--- src/rtl/div_pkg.sv ---
// Shared opcodes, FSM state encoding and constants for the iterative divider.
package div_pkg;

    localparam logic [2:0] DIV_OP_DIV  = 3'b100;
    localparam logic [2:0] DIV_OP_DIVU = 3'b101;
    localparam logic [2:0] DIV_OP_REM  = 3'b110;
    localparam logic [2:0] DIV_OP_REMU = 3'b111;

    typedef enum logic [1:0] {
        ST_IDLE = 2'd0,
        ST_CALC = 2'd1,
        ST_SPEC = 2'd2,
        ST_DONE = 2'd3
    } div_state_e;

    // Most negative two's-complement value of a w-bit word (caller truncates to w bits).
    function automatic logic [63:0] div_min_val(input int w);
        return 64'd1 << (w - 1);
    endfunction

endpackage

--- src/rtl/div_unit_param_if.sv ---
// Request/response bundle between the execute stage (master) and the divider (slave).
interface div_unit_param_if #(
    parameter int WIDTH = 32
) ();
    // A request is taken on a rising edge where start=1, in_ready=1, div_op[2]=1 and flush=0;
    // otherwise start is dropped. done pulses for exactly one cycle with result valid.
    logic             start;
    logic             in_ready;
    logic [WIDTH-1:0] dividend;
    logic [WIDTH-1:0] divisor;
    logic [2:0]       div_op;
    logic             flush;
    logic             busy;
    logic             done;
    logic [WIDTH-1:0] result;

    modport master (
        output start, dividend, divisor, div_op, flush,
        input  in_ready, busy, done, result
    );

    modport slave (
        input  start, dividend, divisor, div_op, flush,
        output in_ready, busy, done, result
    );
endinterface

--- src/rtl/div_step.sv ---
// One combinational restoring-division iteration on the {rem, quo} pair.
module div_step #(
    parameter int WIDTH = 32
) (
    input  logic [WIDTH-1:0] i_rem,
    input  logic [WIDTH-1:0] i_quo,
    input  logic [WIDTH-1:0] i_divisor,
    output logic [WIDTH-1:0] o_rem,
    output logic [WIDTH-1:0] o_quo
);
    logic [WIDTH:0] w_shift;
    logic [WIDTH:0] w_trial;

    // The extra top bit keeps the shifted remainder exact for unsigned divisors near 2^WIDTH.
    always_comb begin
        w_shift = {i_rem, i_quo[WIDTH-1]};
        w_trial = w_shift - {1'b0, i_divisor};
        if (w_trial[WIDTH]) begin
            o_rem = w_shift[WIDTH-1:0];
            o_quo = {i_quo[WIDTH-2:0], 1'b0};
        end else begin
            o_rem = w_trial[WIDTH-1:0];
            o_quo = {i_quo[WIDTH-2:0], 1'b1};
        end
    end
endmodule

--- src/rtl/div_unit_param.sv ---
// Iterative restoring divider for RISC-V DIV/DIVU/REM/REMU with fixed latency and flush.
module div_unit_param
    import div_pkg::*;
#(
    parameter int WIDTH     = 32,
    parameter bit EARLY_OUT = 1'b1
) (
    input  logic                clk,
    input  logic                rst,
    div_unit_param_if.slave     bus,
    output div_state_e          o_dbg_state
);
    localparam int               CW      = $clog2(WIDTH) + 1;
    localparam logic [CW-1:0]    LAST    = CW'(WIDTH - 1);
    localparam logic [WIDTH-1:0] MIN_VAL = WIDTH'(div_min_val(WIDTH));

    div_state_e       r_state, w_next;
    logic [CW-1:0]    r_cnt;
    logic [WIDTH-1:0] r_rem, r_quo, r_dvs_abs, r_spec_res, r_result;
    logic             r_neg_q, r_neg_r, r_want_rem, r_spec;

    logic             w_signed, w_a_neg, w_b_neg, w_div0, w_ovf, w_spec, w_accept, w_last;
    logic [WIDTH-1:0] w_a_abs, w_b_abs, w_spec_res, w_rem_n, w_quo_n, w_q_fix, w_r_fix;

    assign w_signed = ~bus.div_op[0];
    assign w_a_neg  = w_signed & bus.dividend[WIDTH-1];
    assign w_b_neg  = w_signed & bus.divisor[WIDTH-1];
    assign w_a_abs  = w_a_neg ? -bus.dividend : bus.dividend;
    assign w_b_abs  = w_b_neg ? -bus.divisor  : bus.divisor;
    assign w_div0   = (bus.divisor == '0);
    assign w_ovf    = w_signed & (bus.dividend == MIN_VAL) & (bus.divisor == '1);
    assign w_spec   = w_div0 | w_ovf;
    assign w_accept = (r_state == ST_IDLE) & bus.start & bus.div_op[2] & ~bus.flush;
    assign w_last   = (r_cnt == LAST);

    // Divide-by-zero wins over overflow; both pick quotient or remainder by div_op[1].
    always_comb begin
        if (w_div0) w_spec_res = bus.div_op[1] ? bus.dividend : '1;
        else        w_spec_res = bus.div_op[1] ? '0 : MIN_VAL;
    end

    div_step #(.WIDTH(WIDTH)) u_step (
        .i_rem     (r_rem),
        .i_quo     (r_quo),
        .i_divisor (r_dvs_abs),
        .o_rem     (w_rem_n),
        .o_quo     (w_quo_n)
    );

    assign w_q_fix = r_neg_q ? -w_quo_n : w_quo_n;
    assign w_r_fix = r_neg_r ? -w_rem_n : w_rem_n;

    always_ff @(posedge clk) begin
        if (rst) r_state <= ST_IDLE;
        else     r_state <= w_next;
    end

    always_comb begin
        w_next       = r_state;
        bus.in_ready = (r_state == ST_IDLE);
        bus.busy     = (r_state != ST_IDLE);
        bus.done     = (r_state == ST_DONE);
        case (r_state)
            ST_IDLE: if (w_accept) w_next = (w_spec && EARLY_OUT) ? ST_SPEC : ST_CALC;
            ST_CALC: if (w_last) w_next = ST_DONE;
            ST_SPEC: w_next = ST_DONE;
            ST_DONE: w_next = ST_IDLE;
            default: w_next = ST_IDLE;
        endcase
        if (bus.flush) w_next = ST_IDLE;
    end

    // Datapath updates are suppressed under flush so an aborted operation never touches result.
    always_ff @(posedge clk) begin
        if (rst) begin
            r_cnt      <= '0;
            r_rem      <= '0;
            r_quo      <= '0;
            r_dvs_abs  <= '0;
            r_spec_res <= '0;
            r_result   <= '0;
            r_neg_q    <= 1'b0;
            r_neg_r    <= 1'b0;
            r_want_rem <= 1'b0;
            r_spec     <= 1'b0;
        end else if (w_accept) begin
            r_cnt      <= '0;
            r_rem      <= '0;
            r_quo      <= w_a_abs;
            r_dvs_abs  <= w_b_abs;
            r_spec_res <= w_spec_res;
            r_neg_q    <= w_a_neg ^ w_b_neg;
            r_neg_r    <= w_a_neg;
            r_want_rem <= bus.div_op[1];
            r_spec     <= w_spec;
        end else if (r_state == ST_CALC && !bus.flush) begin
            r_cnt <= r_cnt + CW'(1);
            r_rem <= w_rem_n;
            r_quo <= w_quo_n;
            if (w_last) r_result <= r_spec ? r_spec_res : (r_want_rem ? w_r_fix : w_q_fix);
        end else if (r_state == ST_SPEC && !bus.flush) begin
            r_result <= r_spec_res;
        end
    end

    assign bus.result  = r_result;
    assign o_dbg_state = r_state;
endmodule

--- src/flat_wrapper.sv ---
// flat-port wrapper written by rule: the top's interface ports become plain ports
module div_unit_param_flat import div_pkg::*;
#(
    parameter int WIDTH     = 32,
    parameter bit EARLY_OUT = 1'b1
)
  (clk, rst, o_dbg_state, bus_start, bus_dividend, bus_divisor, bus_div_op, bus_flush, bus_in_ready, bus_busy, bus_done, bus_result);
  div_unit_param_if #(.WIDTH(WIDTH)) bus_i ();
  input  logic clk;
  input  logic rst;
  output div_state_e o_dbg_state;
  input wire logic [$bits(bus_i.start)-1:0] bus_start;
  input wire logic [$bits(bus_i.dividend)-1:0] bus_dividend;
  input wire logic [$bits(bus_i.divisor)-1:0] bus_divisor;
  input wire logic [$bits(bus_i.div_op)-1:0] bus_div_op;
  input wire logic [$bits(bus_i.flush)-1:0] bus_flush;
  output wire logic [$bits(bus_i.in_ready)-1:0] bus_in_ready;
  output wire logic [$bits(bus_i.busy)-1:0] bus_busy;
  output wire logic [$bits(bus_i.done)-1:0] bus_done;
  output wire logic [$bits(bus_i.result)-1:0] bus_result;
  assign bus_i.start = bus_start;
  assign bus_i.dividend = bus_dividend;
  assign bus_i.divisor = bus_divisor;
  assign bus_i.div_op = bus_div_op;
  assign bus_i.flush = bus_flush;
  assign bus_in_ready = bus_i.in_ready;
  assign bus_busy = bus_i.busy;
  assign bus_done = bus_i.done;
  assign bus_result = bus_i.result;
  div_unit_param #(.WIDTH(WIDTH), .EARLY_OUT(EARLY_OUT)) u_core (.clk(clk), .rst(rst), .bus(bus_i), .o_dbg_state(o_dbg_state));
endmodule
--- config.mk ---
export PLATFORM = sky130hd
export DESIGN_NAME = div_unit_param_flat
export DESIGN_NICKNAME = d
export VERILOG_FILES = /design/src/rtl/div_pkg.sv /design/src/rtl/div_unit_param_if.sv /design/src/rtl/div_step.sv /design/src/rtl/div_unit_param.sv /design/src/flat_wrapper.sv
export SDC_FILE = /design/constraint.sdc
export NUM_CORES = 1
export LEC_CHECK = 0
export CAP_MARGIN = 10
export CORE_MARGIN = 1
export CORE_UTILIZATION = 35
export CTS_CLUSTER_DIAMETER = 100
export DETAILED_ROUTE_END_ITERATION = 10
export SETUP_SLACK_MARGIN = 0.05
export SLEW_MARGIN = 30
export SYNTH_ARGS = -nofsm -noshare
export SYNTH_HDL_FRONTEND = slang
export SYNTH_HIERARCHICAL = 1
export SYNTH_SLANG_ARGS = --single-unit
export TNS_END_PERCENT = 50
--- constraint.sdc ---
create_clock -name clk -period 5.68 [get_ports clk]
set_clock_uncertainty 0.1 [all_clocks]
set_input_delay 1.42 -clock clk [delete_from_list [all_inputs] [get_ports clk]]
set_output_delay 1.42 -clock clk [all_outputs]
set_load 0.1 [all_outputs]
==> flow_summary.toml, run 1 <==
[status]
run_status = "finished clean"

[setup_path]
r2r-start = "u_core/r_quo[31]"
timing.critical_path.slowest_stage_cell = "or4b_2"
critical_path_peak_fanout = 10
crit_buf_inv = 3
critical_path.endpoint_type = "flop"
slowest_stage_delay_cp_ns = 0.60
worst_ep_arrival_time_ns = 5.56
critPathLaunchType = "flop"
criticalPathCategory = "reg2reg"
regToRegSetupSlack_ns = 0.35
r2r-end = "u_core/bus.result[18]"
critical_path.cell_chain = "inv_1, ha_1, fa_1, and2b_1, o2111ai_1, a21oi_2, o2111ai_1, a211oi_2, nor2_2, mux2i_1, and2_4, inv_2, inv_1, ha_1, or4b_2, or4_1, or2_2, o31ai_1, xor2_1, o311ai_0"
worstRegToRegCells = 20
worstPathRequired_ns = 5.91
worst_path_dominant_cell_family = "simple AND/OR/NAND/NOR gates"

[min_path]
timing.hold.worst.class = "reg2reg"
hold_start = "u_core/r_spec_res[7]"
timing.hold.worst_path_depth = 2
whs_endpoint = "u_core/r_spec_res[7]"

[route]
num_vias = 12460
detail_route.first_pass.iterations = 5
drtIter0Drc = 1182
viasPerCell = 5.837
wire_per_inst_um = 20.35
antenna_violating_nets_post_route = 0
post-route-drc-count = 0
postRouteWirelength_um = 43450

[sta]
maxClockFrequency_mhz = 187.7
final_max_slew_viol_count = 0
slew_worst_pin_ns = 1.022
setup_viol = 0
finalHoldWorstSlack_ns = 0.3501
setup_tns_ns = 0
rsz_0062_raised_after_global_routing = "yes"
tmin_final_ns = 5.328
timing.final.crit_share = 0.9381
slew_headroom = 0.3162
hold_viol_final = 0

[flow_run]
timing.max_cap.violations = 0

[finish]
design.final.nets = 1782
finalNonFillerCells = 2135
layout_common_cells = "nand2_1, dfxtp_1, nor2_1"
syn2layout_area_growth_pct = 14.62
antennaDiodeCount = 0
layout.cell_area.non_filler_um2 = 14380
most_frequent_standard_cell_in_the_layout_excluding_fill_and_tap_cells = "nand2_1"
post_route_cells_drive_above_1_share = 0.09762

[power]
power_leakage_nw = 5.126
power.ir.vdd_worst_mv = 0.1766
p_clk_frac = 0.312
power_report.internal_total_mw = 2.272
power_switching_mw = 1.334
combPwrFrac = 0.334
power.share.switching = 0.3699
pwr-share-seq = 0.354
cellPowerDensity_nw_per_um2 = 250.7

[logic_synthesis]
yosys-mux-area-fraction = 0.03959
synth_top_family_by_area = "compound AO/OA/AOI/OAI gates"
synth_xor_area_frac = 0.08794
mappedNetlistArea_um2 = 12550
number_of_warnings_printed_during_yosys_synthesis = 6
synth_top_flop_cell = "dfxtp_1"
synth-compound-area-share = 0.2455
synth_cell_type_count = 84
synthesis.area_per_instance_um2 = 7.661
asyncSetResetFlopFracSynth = 0
postSynthNetCount = 1753
share_of_synthesized_cell_area_in_and_or_nand_and_nor_gates = 0.2363
synth-seq-area-share = 0.2744
post_synth_inst_count = 1638
ys_ff_latch = 172
synth_edf_count = 0
synth_adder_area_share = 0.04447

[global_routing]
antenna_violations_before_repair = 0
first_global_vias = 11380
grt_first_pass_wirelength_um = 66160
groute.usage.overall = 0.2347
maximum_number_of_pins_on_one_net_before_global_route_repair = 57
grt_overflow = 0

[die]
rows = 68
die-area_um2 = 36610
die_width_um = 191.3
design.core.area_um2 = 34880
die_h_um = 191.3
initial_core_util = 0.3597
ports_placed_on_the_boundary = 108

[clocking]
cts_buffers = 17
h-tree-depth = 4
post-cts-setup-buffer-count = 0
library_cell_used_as_clock_root_buffer = "clkbuf_16"
max-clock-path-buffers = 2
worstSkewPairLatency_ns = 0.45
clkTransAtPathRegs_ns = 0.07
cts_num_sinks = 172
cts_hold_buf = 0
cts_tree = "done"

[placement]
portBuffers = 107
placed_cell_area_um2 = 13820
place_congestion = 0.9714
dp.cells = 2103
detailedPlacementHpwl_um = 32800
## timing repair
action / CTS / global route
endpoints found under the setup margin: 0 / 2
hold endpoints to repair: 0 / 0
resized for setup: 0 / 1
## cell usage after synthesis (8+ instances only)
cell type | n | area share
inv_1 | 61 | 0.018
o22ai_1 | 11 | 0.0055
o2111ai_1 | 8 | 0.0056
nor3_1 | 32 | 0.013
a32o_1 | 8 | 0.0064
nand3_1 | 43 | 0.017
o31ai_1 | 24 | 0.014
xnor2_1 | 54 | 0.038
and3_1 | 11 | 0.0055
o21ai_1 | 14 | 0.0056
a31oi_1 | 18 | 0.0090
nand2b_1 | 14 | 0.0070
nor4_1 | 22 | 0.011
or4_1 | 20 | 0.012
o21ai_0 | 60 | 0.024
buf_4 | 31 | 0.019
nand2_1 | 213 | 0.064
a311oi_1 | 20 | 0.014
nor2_1 | 126 | 0.038
a21o_1 | 24 | 0.014
or3_1 | 24 | 0.012
xor2_1 | 72 | 0.050
nor2b_1 | 39 | 0.019
o21ai_2 | 28 | 0.020
ha_1 | 43 | 0.043
mux2i_1 | 14 | 0.011
dfxtp_1 | 172 | 0.27
a211oi_1 | 33 | 0.020
o211ai_1 | 16 | 0.0096
a21oi_1 | 107 | 0.043
clkbuf_1 | 85 | 0.025
o41ai_1 | 20 | 0.014
buf_1 | 9 | 0.0027
or2_2 | 10 | 0.0050
nand4_1 | 25 | 0.012
mux2_4 | 20 | 0.024
## power groups by stage
stage	Clock [mW]	Sequential (mW)	Combinational (mW)
finish	1.12	1.28	1.21
global route	1.20	1.28	1.29
detailed placement	0	1.30	1.17
global placement	0	1.30	1.16
CTS	1.15	1.27	1.18
floorplan	0	1.30	0.805
## flip-flops by register name, summed over array words and instances, names as in the netlist
register and cells:
u_core/r_neg_r 1, u_core/r_spec 1, u_core/r_spec_res 32, u_core/r_rem 32
u_core/r_want_rem 1, u_core/r_neg_q 1, u_core/o_dbg_state 2, u_core/r_dvs_abs 32
u_core/bus.result 32, u_core/r_quo 32, u_core/r_cnt 6
## worst max path at each step
stage,slack [ns],start,to,depth (start not counted)
2_1_floorplan,0.78,u_core/r_quo[31],u_core/bus.result[26],20
3_3_place_gp,0.40,u_core/r_quo[31],u_core/bus.result[26],20
3_5_place_dp,0.38,u_core/r_quo[31],u_core/bus.result[26],20
4_1_cts,0.33,u_core/r_quo[31],u_core/bus.result[26],20
5_1_grt,0.05,u_core/r_quo[31],u_core/bus.result[18],20
6_report,0.35,u_core/r_quo[31],u_core/bus.result[18],20
## metrics by stage
stage | utilization | total power [mW] | setup slack (ns)
floorplan | - | 2.109 | 0.7757
global placement | 0.3968 | 2.465 | 0.4008
detailed placement | 0.3962 | 2.472 | 0.3828
CTS | 0.4121 | 3.596 | 0.3277
global route | 0.4123 | 3.768 | 0.04724
finish | 0.4123 | 3.606 | 0.3516
## metal layers
| metal | GRT usage | vias to the layer above | wire, um |
|---|---|---|---|
| li1 | - | 5953 | - |
| met1 | 0.3326 | 5905 | 19970 |
| met2 | 0.3563 | 542 | 18910 |
| met3 | 0.03690 | 62 | 3361 |
| met4 | 0.08394 | 0 | 1211 |
| met5 | 0 | - | 0 |
## logic make-up (layout without fill, tap and decap cells)
group / after synthesis / after routing
AOI/OAI and AO/OA: 450 / 450
DFF: 172 / 172
xor gates and xnor gates: 126 / 126
buffers and inverters: 198 / 240
muxes: 39 / 39
adders and majority gates: 44 / 44
and+or+nand+nor: 609 / 609
## tightest hold or removal path, cell delays in order, from the launching register on
cell and delay (ns):
dfxtp_1 0.32, nand2_1 0.06, o21ai_2 0.04
## layout make-up
type	instances	area [um2]
clock buffer	19	442.9
clock inverter	13	110.1
fill	3584	20500
inverter	65	244.0
multi-input combinational	1268	8254
sequential	172	3443
tap	455	569.3
timing repair buffer	143	1319
Note: power is estimated with default switching activity, not from simulation.
==> run 2, diff against run 1 <==
CTS_CLUSTER_DIAMETER = 40   (was 100)
HOLD_SLACK_MARGIN = 0.02   (was default)
==> results of run 2 <==
The final DEF is identical to that of run 1; final timing and power are the same.
==> run 3, diff against run 2 <==
CTS_CLUSTER_SIZE = 14   (was default)
==> results of run 3 <==
The final DEF is identical to that of run 1; final timing and power are the same.
